`config.mk`:
```
export PLATFORM = sky130hd
export DESIGN_NAME = my_alu_pipe_flat
export DESIGN_NICKNAME = d
export VERILOG_FILES = /design/src/rtl/my_alu_pipe_if.sv /design/src/rtl/my_alu_pipe.sv /design/src/flat_wrapper.sv
export SDC_FILE = /design/constraint.sdc
export NUM_CORES = 1
export LEC_CHECK = 0
export BUFFER_PORTS_ARGS = -buffer_cell sky130_fd_sc_hd__buf_2
export CAP_MARGIN = 10
export CELL_PAD_IN_SITES_DETAIL_PLACEMENT = 1
export CELL_PAD_IN_SITES_GLOBAL_PLACEMENT = 1
export CORE_ASPECT_RATIO = 1.5
export CORE_MARGIN = 2
export CORE_UTILIZATION = 47
export CTS_CLUSTER_DIAMETER = 80
export DETAILED_ROUTE_END_ITERATION = 16
export PLACE_DENSITY_LB_ADDON = 0.2
export SYNTH_ARGS = -nofsm -noshare
export SYNTH_HDL_FRONTEND = slang
export SYNTH_SLANG_ARGS = --single-unit
```
`constraint.sdc`:
```
create_clock -name clk -period 6.6 [get_ports clk]
set_input_delay 0.66 -clock clk [delete_from_list [all_inputs] [get_ports clk]]
set_output_delay 0.66 -clock clk [all_outputs]
set_load 0.05 [all_outputs]
```
`src/rtl/my_alu_pipe_if.sv`:
```
// Operand/control bundle in, result bundle out, each with its own valid/ready pair.
// The ovf wire exists only when MY_ALU_PIPE_OVF_EN is defined.
interface my_alu_pipe_if;
    logic        in_valid;
    logic        in_ready;
    logic [15:0] x;
    logic [15:0] y;
    logic        zx, nx, zy, ny, f, no;
    logic        out_valid;
    logic        out_ready;
    logic [15:0] out;
    logic        zr;
    logic        ng;
`ifdef MY_ALU_PIPE_OVF_EN
    logic        ovf;
`endif

    modport master (
        output in_valid, x, y, zx, nx, zy, ny, f, no, out_ready,
        input  in_ready, out_valid, out, zr, ng
`ifdef MY_ALU_PIPE_OVF_EN
        , ovf
`endif
    );

    modport slave (
        input  in_valid, x, y, zx, nx, zy, ny, f, no, out_ready,
        output in_ready, out_valid, out, zr, ng
`ifdef MY_ALU_PIPE_OVF_EN
        , ovf
`endif
    );
endinterface

```
`src/rtl/my_alu_pipe.sv`:
```
// Two-stage pipelined 16-bit Hack ALU; MY_ALU_PIPE_OVF_EN adds a registered signed-add ovf flag.
// Latency: 2 cycles from input transfer to out_valid; 1 bundle per cycle sustained.
// Backpressure: S2 holds while out_ready is low; in_ready drops only when both stages are full.
module my_alu_pipe (
    input  logic         clk,
    input  logic         rst_n,
    my_alu_pipe_if.slave bus
);
    logic        v1_q, v1_d, v2_q, v2_d;
    logic [15:0] xp_q, xp_d, yp_q, yp_d;
    logic        f_q, f_d, no_q, no_d;
    logic [15:0] out_q, out_d;
    logic        zr_q, zr_d, ng_q, ng_d;
    logic        s2_ready, in_fire, s1_adv, out_fire;
    logic [15:0] x_z, y_z, r, res;
`ifdef MY_ALU_PIPE_OVF_EN
    logic        ovf_q, ovf_d;
`endif

    assign s2_ready     = ~v2_q | bus.out_ready;
    assign bus.in_ready = ~v1_q | s2_ready;
    assign in_fire      = bus.in_valid & bus.in_ready;
    assign s1_adv       = v1_q & s2_ready;
    assign out_fire     = v2_q & bus.out_ready;

    assign x_z = bus.zx ? 16'h0000 : bus.x;
    assign y_z = bus.zy ? 16'h0000 : bus.y;
    assign r   = f_q ? (xp_q + yp_q) : (xp_q & yp_q);
    assign res = no_q ? ~r : r;

    always_comb begin
        v1_d  = v1_q;
        v2_d  = v2_q;
        xp_d  = xp_q;
        yp_d  = yp_q;
        f_d   = f_q;
        no_d  = no_q;
        out_d = out_q;
        zr_d  = zr_q;
        ng_d  = ng_q;
`ifdef MY_ALU_PIPE_OVF_EN
        ovf_d = ovf_q;
`endif
        // S1 empties when it advances; a same-cycle input refills it.
        if (s1_adv)   v1_d = 1'b0;
        if (in_fire)  v1_d = 1'b1;
        if (out_fire) v2_d = 1'b0;
        if (s1_adv)   v2_d = 1'b1;

        if (in_fire) begin
            xp_d = bus.nx ? ~x_z : x_z;
            yp_d = bus.ny ? ~y_z : y_z;
            f_d  = bus.f;
            no_d = bus.no;
        end
        if (s1_adv) begin
            out_d = res;
            zr_d  = ~|res;
            ng_d  = res[15];
`ifdef MY_ALU_PIPE_OVF_EN
            // Overflow of the sum before output negation.
            ovf_d = f_q & (xp_q[15] == yp_q[15]) & (r[15] != xp_q[15]);
`endif
        end
    end

    always_ff @(posedge clk or negedge rst_n) begin
        if (!rst_n) begin
            v1_q  <= 1'b0;
            v2_q  <= 1'b0;
            xp_q  <= 16'h0000;
            yp_q  <= 16'h0000;
            f_q   <= 1'b0;
            no_q  <= 1'b0;
            out_q <= 16'h0000;
            zr_q  <= 1'b1;
            ng_q  <= 1'b0;
`ifdef MY_ALU_PIPE_OVF_EN
            ovf_q <= 1'b0;
`endif
        end else begin
            v1_q  <= v1_d;
            v2_q  <= v2_d;
            xp_q  <= xp_d;
            yp_q  <= yp_d;
            f_q   <= f_d;
            no_q  <= no_d;
            out_q <= out_d;
            zr_q  <= zr_d;
            ng_q  <= ng_d;
`ifdef MY_ALU_PIPE_OVF_EN
            ovf_q <= ovf_d;
`endif
        end
    end

    assign bus.out_valid = v2_q;
    assign bus.out       = out_q;
    assign bus.zr        = zr_q;
    assign bus.ng        = ng_q;
`ifdef MY_ALU_PIPE_OVF_EN
    assign bus.ovf       = ovf_q;
`endif
endmodule

```
`src/flat_wrapper.sv`:
```
// flat-port wrapper written by rule: the top's interface ports become plain ports
module my_alu_pipe_flat 
  (clk, rst_n, bus_in_valid, bus_x, bus_y, bus_zx, bus_nx, bus_zy, bus_ny, bus_f, bus_no, bus_out_ready, bus_in_ready, bus_out_valid, bus_out, bus_zr, bus_ng);
  my_alu_pipe_if bus_i ();
  input  logic clk;
  input  logic rst_n;
  input wire logic [$bits(bus_i.in_valid)-1:0] bus_in_valid;
  input wire logic [$bits(bus_i.x)-1:0] bus_x;
  input wire logic [$bits(bus_i.y)-1:0] bus_y;
  input wire logic [$bits(bus_i.zx)-1:0] bus_zx;
  input wire logic [$bits(bus_i.nx)-1:0] bus_nx;
  input wire logic [$bits(bus_i.zy)-1:0] bus_zy;
  input wire logic [$bits(bus_i.ny)-1:0] bus_ny;
  input wire logic [$bits(bus_i.f)-1:0] bus_f;
  input wire logic [$bits(bus_i.no)-1:0] bus_no;
  input wire logic [$bits(bus_i.out_ready)-1:0] bus_out_ready;
  output wire logic [$bits(bus_i.in_ready)-1:0] bus_in_ready;
  output wire logic [$bits(bus_i.out_valid)-1:0] bus_out_valid;
  output wire logic [$bits(bus_i.out)-1:0] bus_out;
  output wire logic [$bits(bus_i.zr)-1:0] bus_zr;
  output wire logic [$bits(bus_i.ng)-1:0] bus_ng;
  assign bus_i.in_valid = bus_in_valid;
  assign bus_i.x = bus_x;
  assign bus_i.y = bus_y;
  assign bus_i.zx = bus_zx;
  assign bus_i.nx = bus_nx;
  assign bus_i.zy = bus_zy;
  assign bus_i.ny = bus_ny;
  assign bus_i.f = bus_f;
  assign bus_i.no = bus_no;
  assign bus_i.out_ready = bus_out_ready;
  assign bus_in_ready = bus_i.in_ready;
  assign bus_out_valid = bus_i.out_valid;
  assign bus_out = bus_i.out;
  assign bus_zr = bus_i.zr;
  assign bus_ng = bus_i.ng;
  my_alu_pipe u_core (.clk(clk), .rst_n(rst_n), .bus(bus_i));
endmodule
```
==> results of run 1 <==
layout make-up:
type	count	share of cell area, %
clock inverters	2	0.402
clock buffers	6	3.19
repair buffers	64	7.53
flip-flops and latches	53	30.5
well taps	105	3.02
multi-input cells	351	55.0
inverters	4	0.345
per-stage QoR:
step / hold WS, ps / power (W)
after floorplan: 364 / 0.00106
after global placement: 456 / 0.00120
after detailed placement: 466 / 0.00123
after CTS: 481 / 0.00151
after global routing: 510 / 0.00160
final: 471 / 0.00149
per-layer routing:
layer	wire length (µm)	global-route usage, %	part of all wire, %
met5	0	0	0
met4	131	6.90	1.5
met3	325	3.14	3.7
met2	4590	38.7	52
met1	3830	26.5	43
state kept, by name (all words and copies together), names as in the netlist:
| signal | flops |
|---|---|
| u_core.v1_q | 1 |
| u_core.f_q | 1 |
| u_core.bus.zr | 1 |
| u_core.no_q | 1 |
| u_core.xp_q | 16 |
| u_core.yp_q | 16 |
| u_core.bus.out_valid | 1 |
| u_core.bus.out | 16 |
how the worst max path moves through the flow:
stage	start	to	slack [ps]	depth (start not counted)
6_report	u_core.yp_q[0]	u_core.bus.zr	3340	10
5_1_grt	u_core.yp_q[0]	u_core.bus.zr	3100	10
4_1_cts	u_core.yp_q[0]	u_core.bus.zr	3330	10
3_5_place_dp	u_core.yp_q[0]	u_core.bus.zr	3350	10
3_3_place_gp	u_core.yp_q[0]	u_core.bus.zr	3460	10
2_1_floorplan	u_core.yp_q[0]	u_core.bus.zr	3690	10
critical path, delay by kind of cell (launching register included):
family                   cells  cell delay, ps
flip-flops                   1             390
adder cells (fa/ha/maj)      2             740
AND/OR/NAND/NOR              3             780
AO/OA/AOI/OAI                5            1260
Yosys cell counts (all sizes together), types with 4 or more instances:
| library cell | count | area (µm²) |
|---|---|---|
| nand2 | 58 | 218 |
| a211oi | 5 | 47.5 |
| nand3b | 4 | 30.0 |
| o211ai | 8 | 65.1 |
| nand3 | 6 | 30.0 |
| a21oi | 14 | 70.1 |
| nor3 | 15 | 75.1 |
| o21ai | 51 | 267 |
| clkbuf | 16 | 61.3 |
| o31ai | 4 | 35.0 |
| ha | 16 | 200 |
| mux2 | 7 | 82.6 |
| mux2i | 6 | 60.1 |
| nor2 | 10 | 37.5 |
| nand2b | 9 | 56.3 |
| xnor2 | 47 | 412 |
| nor2b | 36 | 225 |
| a31oi | 5 | 31.3 |
| dfrtp | 52 | 1300 |
| a21o | 4 | 31.3 |
| buf | 13 | 61.3 |
kinds of logic after synthesis:
| logic type | Yosys count | synth area share, % |
|---|---|---|
| fa+ha+maj | 17 | 5.70 |
| compound gates | 113 | 20.1 |
| xor+xnor | 47 | 10.7 |
| simple gates | 161 | 21.9 |
| mux | 13 | 3.70 |
| buf+inv | 33 | 3.57 |
| flops | 53 | 34.4 |
cell usage in the layout (no fill, tap or decap), drive strengths merged, types with 3 or more instances in the layout:
cell	instances
nor2b	36
nand4	3
o2bb2ai	3
o2111a	3
a21oi	14
nand3	6
inv	4
buf	64
nor2	10
a21o	4
a211o	3
nand2b	9
a211oi	5
mux2	7
xnor2	47
dfrtp	52
and2	3
nor3b	3
o31ai	4
or3	3
nand3b	4
ha	16
o211ai	8
o21ai	51
mux2i	6
a31oi	5
nand2	58
clkbuf	6
and3	3
nor3	15
power groups by stage:
| stage | clock [W] | sequential [W] | combinational (W) |
|---|---|---|---|
| 6_report | 0.000273 | 0.000447 | 0.000774 |
| 5_1_grt | 0.000296 | 0.000458 | 0.000849 |
| 4_1_cts | 0.000282 | 0.000449 | 0.000777 |
| 3_5_place_dp | 0 | 0.000455 | 0.000771 |
| 3_3_place_gp | 0 | 0.000449 | 0.000747 |
| 2_1_floorplan | 0 | 0.000601 | 0.000457 |
==> results, run 1 <==
- The final hold violation count is 0.
- The standard cell area after detailed placement is 4200 µm².
- The min-delay analysis places its worst path in the category flop to flop.
- The number of flops mapped to enable cells by yosys is 0.
- The area of the multi-input gates is 2390 µm².
- The master cell of the clock root buffer is clkbuf_16.
- The CTS tree is done.
- The width of the die is 78.0 µm.
- The height of the chip is 115 µm.
- The number of endpoints failing setup at the final stage is 0.
- The HPWL after detailed placement is 6830 µm.
- The worst slack after detailed placement is 3350 ps.
- The worst clock skew is 7.21 ps.
- The average vias per placed instance is 5.54.
- The startpoint of the lowest-slack hold path is u_core.bus.out[0].
- The final cell utilization of the core is 54.4%.
- The register bit total from synthesis is 53.
- The reg-to-reg critical path endpoint is u_core.bus.zr.
- In the routed design, unresolved DRC markers number 0.
- In the final routed layout, each cell accounts on average for 15.2 µm.
- The I/O pin total is 62.
- The net switching share of the total power is 44.7%.
- Internal power comes to 0.000826 W.
- The combinational share of power is 51.8%.
- Routability-driven placement finished with a final weighted congestion of 0.830.
- Data arrives at the worst endpoint at 3470 ps.
- The starting density of the core is 48.2%.
- Setup repair after global routing left no endpoint under its margin.
- The analysis attributes to cell leakage a power of 1.85 nW.
- The minimum period implied by the final worst setup slack is 3260 ps.
- The sequential cells in the finished layout cover a total of 1330 µm².
- The number of maximum-capacitance constraint violations is 0.
- Entering global routing, the biggest net connects 67 pins.
- The least setup slack across all paths after layout is 3340 ps.
- The clock buffer count from CTS is 5.
- The slowest stage of the critical path belongs to the cell or4_1.
- The insertion delay to the later sink of the worst-skew pair is 300 ps.
- The area overhead of the layout relative to synthesis is 12.8%.
- The required time at the worst-slack endpoint is 6810 ps.
- The cell count after placement is 577.
- For this run, the total global-route usage over all layers was measured as 21.5%.
- By startpoint and endpoint, the worst setup path is classified as flop to flop.
- The count of cells in the finished layout, fillers not included, comes to 585.
- The total number of clock tree sinks is 53.
- The first global-routing pass estimated 15,600 µm of wire.
- The area of the mapped netlist is 3860 µm².
- The mean post-synth cell area is 8.83 µm².
- The net load switching power is 0.000668 W.
- The final count of pins violating max slew is 0.
- After routing the design area is 4350 µm².
- The sequential area share after synthesis is 34.4%.
- The Yosys step of the flow raised 0 warnings.
- Synthesis produced 437 cells.
- At the end of the flow, the number of nets in the layout was 538.
- The fraction of registers with async set/reset is 100%.
- Along the worst path, the maximum fanout reaches 6.
- The total of buffers placed on input and output ports is 61.
- Post-CTS timing repair inserted 0 buffers for setup.
- The clock share of power is 18.3%.
- The number of antenna violations at the first check in global routing is 0.
- The peak per-stage delay on the critical path is 540 ps.
- Dividing the final minimum period by the clock period gives 49.4%.
- The sum of negative setup slack is 0 ps.
- The share of total power dissipated in sequential elements is 29.9%.
- The power per standard cell area is 343 nW/µm².
- The diode insertion count for antenna repair is 0.
- The share of cells above drive strength 1 is 19.6%.
- The number of instances resized during post-cts repair is 0.
- The flow ran to the end, and the final reports show no timing, DRC or antenna violations.
- The number of core rows is 40.
- The number of global-route vias before repair is 3,271.
- Traced cell by cell, the critical path runs through ha_1 > fa_1 > a211oi_2 > o2111a_1 > nor3_1 > or4_1 > a22o_1 > a2111oi_2 > nand4_1 > o31ai_2.
- The slack of the worst reg-to-reg path is 3340 ps.
- Along the worst hold path, the cell count comes to 2.
- The largest buffer count on any clock path is 2.
- The length of the first detailed-routing pass in iterations is 4.
- The number of nets produced by synthesis is 496.
- In this run the remaining antenna-violating nets after routing total 0.
- After detailed routing, the total wire length is 8870 µm.
- The number of different library cells used by synthesis comes to 64.
- Headroom to the max-slew limit came out at 47.4%.
- The total die area is 8970 µm².
- IR analysis of the VDD net gives a maximum drop of 0.147 mV.
- Hold repair after CTS inserted 0 buffers.
- The area of the placeable core is 8010 µm².
- The commonest register cell after synthesis is dfrtp_1.
- The top achievable clock speed is 307 MHz.
- The total vias in the final route is 3,242.
- The capture endpoint of the worst hold path is u_core.bus.out[0].
- The layout has 1,012 filler cells.
- For this run the aggregate overflow at the end of global routing stands at 0.
- The origin of the critical flop-to-flop path is u_core.yp_q[0].
- In this run, the number of DRC markers left after iteration 0 of detailed routing was 100.
- The post-CTS clock slew at the launch and capture registers of the worst setup and hold paths is 70 ps.
- The maximum level of the CTS H-tree is 2.
- The element type at the critical path start is a flop.
- The worst setup path is captured at a flop.
- The transition time at the pin with the least slew margin is 788 ps.
- The worst register-to-register path has a depth of 10.
Note: power is estimated with default switching activity, not from simulation.
==> inputs of run 2 (changes only) <==
--- a/config.mk
+++ b/config.mk
@@ -11,7 +11,7 @@
 export CELL_PAD_IN_SITES_GLOBAL_PLACEMENT = 1
 export CORE_ASPECT_RATIO = 1.5
 export CORE_MARGIN = 2
-export CORE_UTILIZATION = 47
+export CORE_UTILIZATION = 43
 export CTS_CLUSTER_DIAMETER = 80
 export DETAILED_ROUTE_END_ITERATION = 16
 export PLACE_DENSITY_LB_ADDON = 0.2
==> constraint.sdc (replaced) <==
create_clock -name clk -period 3 [get_ports clk]
set_input_delay 0.3 -clock clk [delete_from_list [all_inputs] [get_ports clk]]
set_output_delay 0.3 -clock clk [all_outputs]
set_load 0.05 [all_outputs]
==> run 2 against run 1 <==
Combinational power grew to 2.5 times the previous value. Worst hold slack lost 260 ps. Critical endpoint unchanged. Critical path type unchanged. Non-clock buffer count grew 29. First-iteration DRC count grew 100%. Via count grew 4.6%. Sequential power grew 120%. Clock skew shrank 0.74 ps. Largest power group unchanged. Sequential share of layout area shrank 2.4 points. Core utilization shrank 0.47 points. Cell area grew 8.7%.
==> results, run 2 (synthesis results as in run 1) <==
- The final critical path takes up 98.2% of the cycle.
- The final HPWL from detailed placement is 7390 µm.
- The area overhead of the layout relative to synthesis is 22.5%.
- For flop-to-flop paths, the worst setup slack is 50 ps.
- The capture endpoint of the worst hold path is u_core.v1_q.
- The first global-routing pass estimated 16,500 µm of wire.
- Setup violations remaining at the end of the flow were counted as 0.
- In this run the vertical extent of the chip is 120 µm.
- The kind of end point of the critical path is a flop.
- The leakage power total is 2.01 nW.
- The length of the first detailed-routing pass in iterations is 4.
- Once detail routing completed, the nets flagged for antenna violations numbered 0.
- The number of antenna violations at the first check in global routing is 0.
- For this run, the top clock speed supported by timing is 339 MHz.
- Measured in cells, the most critical reg-to-reg path has a length of 10.
- The worst hold path was traced through 2 stages.
- The clock buffer count from CTS is 5.
- Port buffering added 61 buffers.
- At the end of the flow, the number of nets in the layout was 567.
- The all-layer global routing usage is 21.3%.
- The final hold violation count is 0.
- The standard cell area after detailed placement is 4360 µm².
- The pin count of the biggest net entering global routing is 42.
- For the finished layout, the period the worst path requires is 2950 ps.
- The initial utilization of the core area, before any placement, comes to 44.0%.
- The max-slew headroom at the worst pin is 54.1%.
- The clock tree synthesis step divided the H-tree into 2 levels.
- After detailed routing, the number of remaining DRC violations is 0.
- The startpoint of the lowest-slack hold path is bus_in_valid.
- Fill cells in the final layout number 1,079.
- The worst setup path is launched from a flop.
- The congestion estimate from routability-driven global placement came to 0.863.
- The share of cells above drive strength 1 is 26.7%.
- The transition time at the pin with the least slew margin is 687 ps.
- The wire length after detailed routing is 9810 µm.
- The number of global-route vias before repair was 3,501.
- The power per standard cell area is 761 nW/µm².
- The tool flagged a number of max-cap violations equal to 0.
- The endpoint arrival time on the critical path is 3160 ps.
- The average vias per placed instance is 5.48.
- The type of the setup path with the least slack is flop to flop.
- The clock passes through at most 2 buffers.
- The wire length per cell is 15.8 µm.
- The repair_antennas step left the layout with diodes totalling 0.
- The most frequent standard cell in the layout excluding fill and tap cells is buf_2.
- Summed over all layers, the global routing overflow is 0.
- The worst register-to-register path ends at u_core.bus.zr.
- For the worst-skew pair, the clock arrives at the later sink with an insertion delay of 300 ps.
- The library cells used most frequently in the layout, excluding fill and tap cells, are buf_2, nand2_1, dfrtp_1, xnor2_1, o21ai_0.
- TritonCTS built the clock tree.
- After the first detailed-routing iteration, the DRC count stood at 200.
- Clock-pin slew was measured on the worst setup and hold paths at 70 ps.
- The area of the placeable core is 8780 µm².
- During I/O placement, the number of pins put on the boundary was 62.
- The required time at the worst-slack endpoint is 3220 ps.
- The total die area is 9770 µm².
- The run finished with clean final reports.
- The final design area excluding fillers is 4730 µm².
- The number of core rows is 42.
- The path class of the tightest hold or removal check is primary input to flop.
- The total number of clock tree sinks is 53.
- The clock arrives with 6.47 ps of skew.
- In the final timing run, aggregate negative setup slack is 0 ps.
- The total vias in the final route is 3,391.
- VDD sags by at most 0.384 mV.
- The origin of the critical flop-to-flop path is u_core.yp_q[2].
- The peak fanout along the critical path is 4.
- The width of the die is 81.4 µm.
- The master cell of the clock root buffer is clkbuf_16.
- The final count of pins violating max slew came to 0.
-- run 2: cell count changes in the layout (fill, tap and decap cells not counted), moves of 3 or more --
cell / before / now
buf_4: 3 / 29
o21ai_0: 50 / 47
nor3_1: 15 / 11
nor3_2: 0 / 3
ha_1: 16 / 12
o21ai_1: 0 / 3
a21oi_1: 14 / 11
ha_4: 0 / 3
a21oi_2: 0 / 3
-- run 2: routing by layer --
layer | vias up | track usage, % | wire, µm
li1 | 1682 | - | -
met1 | 1629 | 26.1 | 4150
met2 | 64 | 37.7 | 5120
met3 | 16 | 2.18 | 293
met4 | 0 | 7.42 | 250
met5 | - | 0 | 0
-- run 2: final cells by class --
cell class	instances	area [µm²]	share of cell area [%]
multi-input cells	351	2530	53.4
flip-flops and latches	53	1330	28.1
inverters	4	15.0	0.317
clock inverters	2	38.8	0.820
clock buffers	6	129	2.72
repair buffers	93	556	11.7
well taps	110	138	2.91
-- run 2: worst max path at each step --
stage,depth (start not counted),from,slack (ps),end
floorplan,10,u_core.yp_q[0],90,u_core.bus.zr
CTS,9,u_core.yp_q[2],4,u_core.bus.zr
global placement,10,u_core.yp_q[0],-30,u_core.bus.zr
global route,10,u_core.yp_q[2],-40,u_core.bus.zr
detailed placement,10,u_core.yp_q[0],-80,u_core.bus.zr
finish,10,u_core.yp_q[2],50,u_core.bus.zr
-- run 2: what timing repair did --
| action | CTS | global route |
|---|---|---|
| endpoints found under the hold margin | 20 | 0 |
| resized for setup | 5 | 22 |
| buffers inserted | 2 | 5 |
| pin swaps | 4 | 17 |
| cloned | 0 | 0 |
| hold buffers | 1 | 0 |
| endpoints found under the setup margin | 1 | 2 |
-- run 2: power by group --
part	switching, W	leakage (nW)	total, W	internal [W]
combinational	0.00119	1.29	0.00194	0.000748
sequential	0.000114	0.640	0.000999	0.000886
clock	0.000266	0.0810	0.000662	0.000396
-- run 2: metrics by stage --
| stage | hold WS (ps) | std cells | setup WS, ps | utilization [%] | total power (W) |
|---|---|---|---|---|---|
| 3_3_place_gp | 292 | 603 | -25.1 | 49.7 | 0.00273 |
| 4_1_cts | 216 | 614 | 3.75 | 52.3 | 0.00351 |
| 3_5_place_dp | 296 | 603 | -80.5 | 49.7 | 0.00280 |
| 6_report | 215 | 619 | 54.3 | 53.9 | 0.00360 |
| 2_1_floorplan | 4.41 | 437 | 92.4 | - | 0.00233 |
| 5_1_grt | 215 | 619 | -43.7 | 53.9 | 0.00386 |
-- run 2: worst max-delay path, cell delays in order (launching register included) --
cell and delay, ps:
dfrtp_1 380, ha_1 400, o211ai_4 260, buf_4 170, o2111a_1 240, nor3_4 60
or4_1 560, a22o_1 230, a2111oi_4 190, nand4_1 130, o31ai_2 230
==> inputs of run 3 (changes only) <==
--- a/config.mk
+++ b/config.mk
@@ -7,14 +7,13 @@
 export LEC_CHECK = 0
 export BUFFER_PORTS_ARGS = -buffer_cell sky130_fd_sc_hd__buf_2
 export CAP_MARGIN = 10
-export CELL_PAD_IN_SITES_DETAIL_PLACEMENT = 1
-export CELL_PAD_IN_SITES_GLOBAL_PLACEMENT = 1
 export CORE_ASPECT_RATIO = 1.5
 export CORE_MARGIN = 2
-export CORE_UTILIZATION = 43
+export CORE_UTILIZATION = 50
 export CTS_CLUSTER_DIAMETER = 80
 export DETAILED_ROUTE_END_ITERATION = 16
 export PLACE_DENSITY_LB_ADDON = 0.2
 export SYNTH_ARGS = -nofsm -noshare
 export SYNTH_HDL_FRONTEND = slang
 export SYNTH_SLANG_ARGS = --single-unit
+export TNS_END_PERCENT = 50
==> run 3 against run 2 <==
Critical path depth grew 1. Non-clock buffer count shrank 4. Sequential cell count is the same. Total power shrank 3.1%. Die area shrank 13%. Global-route usage shrank 1.5 points. Sequential share of layout area grew 0.40 points. Core utilization grew 7.8 points. Cell count shrank 1.9%. Combinational power shrank 5%.
==> results, run 3 (synthesis results as in run 1) <==
- The run finished with clean final reports.
- Entering global routing, the biggest net connects 45 pins.
- The number of antenna violations at the first check in global routing is 0.
- The leakage power total is 1.99 nW.
- The quantity of hold-fixing buffers added after cts is 0.
- For the pin with the worst max-slew slack, the measured transition is 771 ps.
- The top achievable clock speed is 341 MHz.
- The average vias per placed instance is 5.32.
- Timing analysis after detailed placement gives a worst setup slack of -22.3 ps.
- The DRC violations left is 0.
- The clock arrives with 8.32 ps of skew.
- Data on the critical path is required at its endpoint by 3210 ps.
- At the later pin of the worst-skew pair, clock insertion delay measures 300 ps.
- For this run, the post-layout net count is 563.
- The number of global-route vias before repair is 2,963.
- The final hold violation count came to 0.
- The pre-antenna-repair detailed-routing pass consisted of 4 iterations.
- In this run the worst hold path is classified as primary input to asynchronous set/reset pin.
- Setup repair after global routing could not meet its margin everywhere.
- Setup violations remaining at the end of the flow were counted as 0.
- The total of buffers placed on input and output ports is 61.
- In this run the count of I/O pins placed on the die edge is 62.
- The wire length per cell is 13.1 µm.
- The maximum vdd drop is 0.360 mV.
- The clock passes through at most 2 buffers.
- The max-slew headroom at the worst pin is 48.6%.
- Measured on the finished design, the core utilization comes to 61.7%.
- The total vias in the final route is 3,229.
- For the finished layout, the period the worst path requires is 2940 ps.
- The finished layout holds 607 standard cells, fillers aside.
- Once detail routing completed, the nets flagged for antenna violations numbered 0.
- The type of the setup path with the least slack is flop to flop.
- The global placement routability congestion is 0.849.
- The first global-routing pass estimated 13,300 µm of wire.
- Row generation in the floorplan step produced 39 rows.
- The wire length after detailed routing is 7980 µm.
- Once the floorplan was initialized, standard cells occupied 51.0% of the core.
- The master cell of the clock root buffer is clkbuf_16.
- The final count of pins violating max slew is 0.
- The width of the die is 75.7 µm.
- The height of the chip is 112 µm.
- Across all hold checks on the routed design, the worst slack comes to 78.6 ps.
- The clock buffer count from CTS is 5.
- Leaving out fill and tap cells, the most frequent cell in the layout is buf_2.
- The final worst-path cycle share is 97.8%.
- After routing the design area is 4670 µm².
- The least setup slack across all paths after layout is 64.6 ps.
- The diode insertion count for antenna repair is 0.
- In this run the number of H-tree levels came out at 2.
- The all-layer global routing usage is 19.7%.
- The power per standard cell area is 748 nW/µm².
- In this run the worst path has a maximum fanout of 3.
- Summed over all nets, the half-perimeter wirelength after detailed placement is 6200 µm.
- The placed instances occupy a cell area of 4360 µm².
- The share of cells above drive strength 1 is 25.9%.
- TritonCTS built the clock tree.
- The tool flagged a number of max-cap violations equal to 0.
- The kind of end point of the critical path is a flop.
- The area of the placeable core is 7560 µm².
- The total number of clock tree sinks is 53.
- The post-CTS clock slew at the launch and capture registers of the worst setup and hold paths is 70 ps.
- The first routing iteration left 135 violations.
- The library cells used most frequently in the layout, excluding fill and tap cells, are buf_2, nand2_1, dfrtp_1, o21ai_0, xnor2_1.
- The die covers 8450 µm².
- The total overflow left after global routing is 0.
- STA classifies the critical path startpoint as a flop.
- At the worst endpoint, the arrival time is 3150 ps.
- The area overhead of the layout relative to synthesis is 20.9%.
- The number of placed instances, taps included, is 595.
[run 3: stage by stage]
stage	total power (W)	TNS (ps)
final	0.00349	0
after global placement	0.00273	-2.47
after detailed placement	0.00276	-22.3
after CTS	0.00342	0
after floorplan	0.00233	0
after global routing	0.00372	-61.9
[run 3: worst paths after layout]
kind	start	to	slack, ps	depth (start not counted)
max in group asynchronous	rst_n	u_core.yp_q[9]	2200	2
worst max-delay path	u_core.xp_q[0]	u_core.bus.zr	60	11
min in group clk	bus_in_valid	u_core.v1_q	220	2
worst min-delay path	rst_n	u_core.f_q	80	1
worst min register to register	u_core.bus.out[7]	u_core.bus.out[7]	480	2
worst max register to register	u_core.xp_q[0]	u_core.bus.zr	60	11
[run 3: per-layer routing]
layer / GRT usage (%) / vias to the layer above / share of wire [%]
met2: 34.7 / 73 / 52
met5: 0 / - / 0
met1: 24.5 / 1468 / 44
met3: 2.71 / 6 / 3.1
li1: - / 1682 / -
met4: 5.26 / 0 / 1.2
[run 3: timing repair]
item	4_1_cts	5_1_grt
buffers inserted	0	4
pin swaps	2	18
gates cloned	0	0
setup endpoints to repair	1	2
hold endpoints to repair	0	0
gates resized for setup	1	19
[run 3: area by class of cell]
class,instances,area [µm²]
Clock inverter,2,38.8
Clock buffer,6,129
Tap cell,102,128
Fill cell,662,2900
Inverter,4,15.0
Timing Repair Buffer,89,532
Multi-Input combinational cell,351,2500
Sequential cell,53,1330
[run 3: power breakdown]
| part | internal [W] | total (W) | switching (W) |
|---|---|---|---|
| logic | 0.000722 | 0.00184 | 0.00112 |
| registers | 0.000886 | 0.000997 | 0.000111 |
| clock network | 0.000396 | 0.000650 | 0.000255 |
[run 3: worst max-delay path, stage by stage, from the launching register on]
cell and delay, ps:
dfrtp_1 390, ha_2 210, fa_2 390, buf_4 150, a21o_1 160, a21oi_2 130, nor3_2 70, or4_1 480
a22o_1 230, a2111oi_4 270, nand4_1 130, o31ai_2 220
